**config.mk**
```make
export PLATFORM = sky130hd
export DESIGN_NAME = j_upcntn
export DESIGN_NICKNAME = d
export VERILOG_FILES = /design/src/rtl/j_upcntn.sv
export SDC_FILE = /design/constraint.sdc
export NUM_CORES = 1
export LEC_CHECK = 0
export ABC_AREA = 1
export BUFFER_PORTS_ARGS = -buffer_cell sky130_fd_sc_hd__buf_2
export CAP_MARGIN = 10
export CORE_ASPECT_RATIO = 0.9
export CORE_MARGIN = 4
export CORE_UTILIZATION = 30
export DETAILED_ROUTE_END_ITERATION = 16
export GPL_TIMING_DRIVEN = 0
export PLACE_DENSITY = 0.56
export SETUP_SLACK_MARGIN = 0.02
export SLEW_MARGIN = 40
export SYNTH_ARGS = -nofsm -noshare
export SYNTH_HDL_FRONTEND = slang
export SYNTH_SLANG_ARGS = --single-unit
```
**constraint.sdc**
```tcl
create_clock -name sys_clk -period 1.8 [get_ports sys_clk]
set_input_delay 0.09 -clock sys_clk [delete_from_list [all_inputs] [get_ports sys_clk]]
set_output_delay 0.09 -clock sys_clk [all_outputs]
set_load 0.05 [all_outputs]
```
**src/rtl/j_upcntn.sv**
```systemverilog
// j_upcntn: loadable counter with wrap/saturate modes, cascade carry-out and a wrap pulse.
// Optional macro J_UPCNTN_DOWN_EN builds the down-count path; without it dn is ignored.
module j_upcntn #(
    parameter int          WIDTH  = 16,
    parameter int unsigned RSTVAL = 0
) (
    input  logic             sys_clk,
    input  logic             resl,
    input  logic             ci,
    input  logic             ld,
    input  logic [WIDTH-1:0] d,
    input  logic             dn,
    input  logic             sat,
    output logic [WIDTH-1:0] q,
    output logic             co,
    output logic             wrp
);

    localparam logic [WIDTH-1:0] RST_Q = WIDTH'(RSTVAL);

    logic down;
    logic at_edge;

`ifdef J_UPCNTN_DOWN_EN
    assign down = dn;
`else
    logic unused_dn;
    assign unused_dn = dn;
    assign down      = 1'b0;
`endif

    // at_edge: the next step in the current direction would cross the range boundary
    assign at_edge = down ? (q == '0) : (q == '1);
    assign co      = ci & at_edge;

    function automatic logic [WIDTH-1:0] step_q(
        input logic [WIDTH-1:0] v,
        input logic             down_i,
        input logic             edge_i,
        input logic             sat_i
    );
        if (edge_i && sat_i)
            return v;
        return down_i ? (v - WIDTH'(1)) : (v + WIDTH'(1));
    endfunction

    always_ff @(posedge sys_clk or negedge resl) begin
        if (!resl) begin
            q   <= RST_Q;
            wrp <= 1'b0;
        end else if (ld) begin
            q   <= d;
            wrp <= 1'b0;
        end else if (ci) begin
            q   <= step_q(q, down, at_edge, sat);
            wrp <= at_edge & ~sat;
        end else begin
            wrp <= 1'b0;
        end
    end

endmodule

```
==> results of run 1 <==
==> where the power goes <==
part           internal (mW)  switching [mW]
Combinational          0.135           0.334
Clock                  0.158           0.140
Sequential             0.429          0.0707
==> state kept, by name, summed over array words and instances, names as in the netlist <==
name / flops
q: 16
wrp: 1
==> worst max-delay path by stage <==
stage | start | slack [ns] | end | cells past startpoint
2_1_floorplan | q[1]$_DFFE_PN0P_ | 0.08 | q[4]$_DFFE_PN0P_ | 11
3_3_place_gp | q[1]$_DFFE_PN0P_ | 0.17 | q[4]$_DFFE_PN0P_ | 11
3_5_place_dp | q[1]$_DFFE_PN0P_ | 0.18 | q[4]$_DFFE_PN0P_ | 11
4_1_cts | q[1]$_DFFE_PN0P_ | 0.04 | co | 8
5_1_grt | q[0]$_DFFE_PN0P_ | -0.006 | co | 8
6_report | q[0]$_DFFE_PN0P_ | 0.11 | co | 8
==> kinds of logic after synthesis <==
logic type / Yosys count / synth area share, %
and+or+nand+nor: 145 / 47.6
adders and majority gates: 1 / 0.987
DFF: 17 / 33.6
AOI/OAI and AO/OA: 18 / 9.28
buffers and inverters: 24 / 8.59
==> Yosys cell counts <==
library cell  number
nand2_1           95
nand3_1           19
nor2_1            19
dfrtp_1           17
inv_1             16
nand2_2            7
o21ai_0            7
o21ai_2            6
a21oi_1            2
buf_6              2
clkbuf_1           2
inv_2              2
nand4_1            2
o21bai_1           2
buf_1              1
buf_4              1
ha_1               1
nor2_2             1
nor2_4             1
nor4_1             1
o21ai_1            1
==> layout make-up <==
class / count / area [µm²] / share of cell area, %
Multi-Input combinational cell: 164 / 746 / 46.3
Sequential cell: 17 / 428 / 26.6
Timing Repair Buffer: 41 / 224 / 13.9
Inverter: 18 / 67.6 / 4.19
Tap cell: 48 / 60.1 / 3.73
Clock buffer: 4 / 45.0 / 2.80
Buffer: 6 / 41.3 / 2.56
==> through the flow <==
step	utilization, %	hold slack [ns]	TNS (ns)
4_1_cts	39.2	0.109	0
3_5_place_dp	37.5	0.0573	0
6_report	39.6	0.112	0
5_1_grt	39.6	0.122	-0.00572
3_3_place_gp	37.5	0.0543	0
2_1_floorplan	-	-0.206	0
==> worst max-delay path, stage by stage (launching register included) <==
cell and delay, ns:
dfrtp_2 0.39, ha_2 0.20, nand2_2 0.09, nor2_4 0.12
nand3_1 0.11, inv_1 0.08, nand2_1 0.09, nor2_4 0.10
buf_6 0.16
==> metal layers <==
metal	vias to the layer above	share of wire, %	track usage [%]
met1	577	51	19.8
met4	0	0.91	3.02
li1	731	-	-
met3	4	5.8	3.77
met2	32	42	20.7
met5	-	0	0
==> what timing repair did <==
action | 4_1_cts | 5_1_grt
endpoints found under the setup margin | 1 | 14
buffers inserted | 0 | 1
resized for setup | 1 | 3
hold endpoints to repair | 18 | 0
hold buffers | 2 | 0
==> metrics, run 1 <==
status=complete, no violations; fillcell total=roughly 470; FP Rows=22; drc violations=0; kind of critical path=reg2out; min-delay src=d[14]; FF-to-FF End=q[5]$_DFFE_PN0P_; Layout Nets=approximately 270; Final Instance Area=around 0.0016 mm²; Routed Antenna Nets=0; GR Overflow Total=0; fmax=about 590 MHz; Synth Warn #=0; CP Capture Type=output port; CTS tree=done; Layout area overhead=27.1%; clock tree buffer depth=2; DR vias=roughly 1300; commonest non-fill, non-tap cell in the layout=nand2_1; RSZ-0062 raised after global routing=true; fin crit share=93.9%; WP data required=between 1.5 and 2 ns; Detailed Route WL=between 3000 and 4000 µm; Arr. time, crit path=1.60 ns; Synth top area share=roughly a third; global-route wire length before repair=5930 µm; post-synthesis register bit count=17; Worst Hold End=q[14]$_DFFE_PN0P_; worst reg2reg setup slack=approximately 0.2 ns; Total Routing Usage GR=around 14%; R2R cell count=11; worst-path maximum fanout=5; core area=~0.004 mm²; vias in the first global route=1206; Port Buffers=38; initial drt markers=53; Die W=between 70 and 80 µm; Post-Syn Area=about 0.0013 mm²; Setup-failing EPs final=0; RR Startpoint=q[0]$_DFFE_PN0P_; num ports=40; fin. max-slew vios=0; DP Cell Count=between 200 and 300; Worst Max-Slew Pin Slew=~0.55 ns; Sink Count=17; Final WS setup=roughly 0.11 ns; Die ar.=0.00533 mm²; most frequent cells in the layout=nand2_1 (95), buf_2 (37), nand3_1 (19), nor2_1 (17), inv_1 (16); GP Congestion=between 0.8 and 0.9; CTS clk-pin slew, worst paths=0.07 ns; CTS Buf Count=3; initial antenna violation count=0; Hold Fails Final Rpt=0; diode count=0; Worst Setup Start Kind=register; Post-Syn Nets=228; Syn Inst Count=205; clk root buf=clkbuf_8; hold depth=5; DP Wirelength=approximately 2700 µm; Avg Inst Size Synth=between 6 and 7 µm²; Initial Utilization=31.1%; drt via density=~4.5; Tot Pwr=about 1.3 mW; Synth area leaders=dfrtp_1 (34%), nand2_1 (28%), nand3_1 (7.5%), nor2_1 (5.6%), inv_1 (4.7%); min Tclk post-route=approximately 1.7 ns; P_leak=between 0.8 and 0.9 nW; insertion delay to the later sink of the worst-skew pair=about 0.26 ns; VDD IR-drop max=roughly 380 µV; pin count of the biggest net entering global routing=18; H-tree levels=1; Max-Cap Viols=0; Rel. slew slack=a little over three fifths; worst clock skew=approximately 0.0025 ns; final non-filler cell total=~300; placed cell area=roughly 0.0015 mm²; most area-hungry cell type in the Yosys netlist=dfrtp_1; Hold Path Class=in2reg; Unique masters post-synth=21; PwrDens=786 mW/mm²; share of post-route cells with drive strength above 1=~27%; Die Height=around 70 µm; WL per Instance=about 12 µm; pre-CTS WS=~0.18 ns; register area share after synthesis=33.6%; Initial DRT Pass Iterations=4
Power figures use the tool's default switching activity.
==> run 2: changes to the inputs <==
--- a/config.mk
+++ b/config.mk
@@ -5,15 +5,12 @@
 export SDC_FILE = /design/constraint.sdc
 export NUM_CORES = 1
 export LEC_CHECK = 0
-export ABC_AREA = 1
 export BUFFER_PORTS_ARGS = -buffer_cell sky130_fd_sc_hd__buf_2
-export CAP_MARGIN = 10
-export CORE_ASPECT_RATIO = 0.9
 export CORE_MARGIN = 4
 export CORE_UTILIZATION = 30
 export DETAILED_ROUTE_END_ITERATION = 16
 export GPL_TIMING_DRIVEN = 0
-export PLACE_DENSITY = 0.56
+export PLACE_DENSITY = 0.57
 export SETUP_SLACK_MARGIN = 0.02
 export SLEW_MARGIN = 40
 export SYNTH_ARGS = -nofsm -noshare
==> metrics, run 2 <==
status=complete, no violations (unchanged); Synth async-reset ratio=100% (unchanged); post-synthesis register bit count=17 (unchanged); Synth Warn #=0 (unchanged); Setup-failing EPs final=0 (unchanged); GR Overflow Total=0 (unchanged); CTS clk-pin slew, worst paths=0.07 ns (about the same); Hold Slack=0.0417 ns (was 0.112 ns); WP data required=1.96 ns (was 1.71 ns); DP Cell Count=210 (was 291); Die ar.=0.00472 mm² (was 0.00533 mm²); Layout Nets=198 (was 274); Hold Path Class=in2reg (unchanged); Unique masters post-synth=39 (was 21); WP buf/inv=1 (was 2); CP top delay family=simple AND/OR/NAND/NOR gates (unchanged); commonest non-fill, non-tap cell in the layout=buf_2 (was nand2_1); Routed Antenna Nets=0 (unchanged); clk root buf=clkbuf_8 (unchanged); vias in the first global route=1122 (was 1206); GP Congestion=0.843 (was 0.821); register area share after synthesis=38.5% (was 33.6%); slowest CP cell=or4_4 (was dfrtp_2); top_reg_cell synth=dfrtp_1 (unchanged); share of post-route cells with drive strength above 1=42.0% (was 26.8%); initial antenna violation count=0 (unchanged); drc violations=0 (unchanged); Max-Cap Viols=0 (unchanged); hold depth=3 (was 5); Die W=68.7 µm (was 76.5 µm); Detailed Route WL=3300 µm (was 3510 µm); insertion delay to the later sink of the worst-skew pair=0.25 ns (was 0.26 ns); WL per Instance=15.0 µm (was 11.8 µm); initial drt markers=40 (was 53); clock tree buffer depth=2 (unchanged); num ports=40 (unchanged); Final Instance Area=0.00151 mm² (was 0.00161 mm²); Port Buffers=38 (unchanged); Syn Inst Count=126 (was 205); Die Height=68.7 µm (was 69.7 µm); VDD IR-drop max=292 µV (was 383 µV); Total Routing Usage GR=14.8% (was 13.8%); EDFF count, synth=0 (unchanged); P_leak=0.614 nW (was 0.862 nW); final non-filler cell total=220 (was 298); Top reg by flops=q (unchanged); fmax=580 MHz (was 592 MHz); Synth top area share=38.5% (was 33.6%); max FFs per register=16 (unchanged); CP Capture Type=register (was output port); Hold Fails Final Rpt=0 (unchanged); most frequent cells in the layout=buf_2 (37), dfrtp_2 (16), nand2_1 (14), nor2_1 (7) (was nand2_1 (95), buf_2 (37), nand3_1 (19), nor2_1 (17), inv_1 (16)); max incr delay on CP=0.57 ns (was 0.39 ns); diode count=0 (unchanged); RR Startpoint=q[4]$_DFFE_PN0P_ (was q[0]$_DFFE_PN0P_); fin. max-slew vios=0 (unchanged); fin util=43.8% (was 39.6%); drt via density=5.33 (was 4.51); RSZ-0062 raised after global routing=false (was true); pin count of the biggest net entering global routing=18 (unchanged); Worst Setup SP=q[4]$_DFFE_PN0P_ (was q[0]$_DFFE_PN0P_); core area=0.00344 mm² (was 0.00407 mm²); biggest regs=q x16, wrp x1 (unchanged); fin crit share=95.8% (was 93.9%); Reg area=445 µm² (was 428 µm²); min Tclk post-route=1.72 ns (was 1.69 ns); top cells by count, synth=dfrtp_1 (17), nand2_1 (14), nor2_1 (8), a21oi_1 (6), nand3_1 (6) (was nand2_1 (95), nand3_1 (19), nor2_1 (19), dfrtp_1 (17), inv_1 (16)); Avg Inst Size Synth=8.78 µm² (was 6.18 µm²); min-delay src=d[14] (unchanged); Tot Pwr=1.13 mW (was 1.27 mW); FP Rows=21 (was 22); Synth area leaders=dfrtp_1 (38%), nand2_1 (4.8%), and4_1 (3.2%), nand4_1 (2.8%), a21oi_1 (2.7%) (was dfrtp_1 (34%), nand2_1 (28%), nand3_1 (7.5%), nor2_1 (5.6%), inv_1 (4.7%)); DR vias=1173 (was 1344); Sink Count=17 (unchanged); worst-path maximum fanout=7 (was 5); Rel. slew slack=64.4% (was 63.3%); most area-hungry cell type in the Yosys netlist=dfrtp_1 (unchanged); worst clock skew=0.000959 ns (was 0.00246 ns); R2R cell count=5 (was 11); Arr. time, crit path=1.89 ns (was 1.60 ns); Worst Max-Slew Pin Slew=0.530 ns (was 0.551 ns); DP Wirelength=2490 µm (was 2660 µm); PwrDens=749 mW/mm² (was 786 mW/mm²); most common cell in the netlist=dfrtp_1 (was nand2_1); H-tree levels=1 (unchanged); Worst Setup Start Kind=register (unchanged); CP Depth=5 (was 8); Post-Syn Area=0.00111 mm² (was 0.00127 mm²); Initial Utilization=32.1% (was 31.1%); CTS Buf Count=3 (unchanged); footprint of the multi-input gates=686 µm² (was 746 µm²); placed cell area=0.00141 mm² (was 0.00153 mm²); CP cell instances=buf_6, nand4_4, or4_4, and3_1, o31ai_2 (was ha_2, nand2_2, nor2_4, nand3_1, inv_1, nand2_1, nor2_4, buf_6); Initial DRT Pass Iterations=4 (unchanged); kind of critical path=reg2reg (was reg2out); Post-Syn Nets=149 (was 228); global-route wire length before repair=5210 µm (was 5930 µm); fillcell total=355 (was 468); Layout area overhead=36.4% (was 27.1%); CTS tree=done (unchanged)
-- run 2: cell types whose count changed in the layout (fill, tap and decap cells not counted), moves of 4 or more --
cell	change
inv_1	-13
nor2_1	-10
and3_1	+4
a21oi_1	+4
nand2_1	-81
nand3_1	-13
dfrtp_1	-14
o21ai_2	-6
dfrtp_2	+14
nand2_2	-7
and4_1	+4
o31ai_1	+4
-- run 2: power by group --
| group | internal (mW) | switching, mW | leakage (nW) |
|---|---|---|---|
| Combinational | 0.113 | 0.243 | 0.403 |
| Sequential | 0.425 | 0.0599 | 0.186 |
| Clock | 0.154 | 0.135 | 0.0255 |
-- run 2: path summary, 6_finish.rpt --
kind	endpoint	slack (ns)
worst min register to register	q[1]$_DFFE_PN0P_	0.62
worst max register to register	q[7]$_DFFE_PN0P_	0.08
worst max-delay path	q[7]$_DFFE_PN0P_	0.08
min in group asynchronous	q[8]$_DFFE_PN0P_	0.29
max in group asynchronous	q[0]$_DFFE_PN0P_	1.20
worst min-delay path	q[14]$_DFFE_PN0P_	0.04
-- run 2: worst register-to-register path, cell delays in order, from the launching register on --
cell and delay, ns:
dfrtp_2 0.36, buf_6 0.13, nand4_4 0.16, or4_4 0.57, and3_1 0.21, o31ai_2 0.20
-- run 2: stage by stage --
stage	setup WS [ns]	setup TNS [ns]
finish	0.0761	0
detailed placement	0.0000434	0
global route	0.0176	0
global placement	0.0110	0
floorplan	-0.0423	-0.0423
CTS	0.0545	0
-- run 2: final cells by class --
class,instances,share of cell area [%]
multi-input cells,102,45.4
flip-flops and latches,17,29.5
repair buffers,44,15.9
well taps,46,3.81
clock buffers,3,2.74
plain buffers,4,1.49
inverters,3,0.746
clock inverters,1,0.332
-- run 2: logic make-up (layout without fill, tap and decap cells) --
kind of cell / Yosys count / after routing / synth area share [%]
muxes: 3 / 3 / 2.72
xor gates and xnor gates: 2 / 2 / 1.58
buffers and inverters: 7 / 55 / 2.72
and+or+nand+nor: 64 / 64 / 33.4
adders and majority gates: 1 / 1 / 1.13
DFF: 17 / 17 / 38.5
AOI/OAI and AO/OA: 32 / 32 / 20.0
-- run 2: routing by layer --
metal	global-route usage (%)	vias up	share of wire, %
met1	20.4	546	45
li1	-	581	-
met5	0	-	0
met4	4.38	0	1.0
met3	3.08	4	7.6
met2	23.4	42	46
-- run 2: what timing repair did --
item,4_1_cts,5_1_grt
setup buffers,2,3
pin swaps,1,2
gates resized for setup,0,2
setup endpoints to repair,3,6
hold endpoints to repair,17,0
hold buffers,1,0
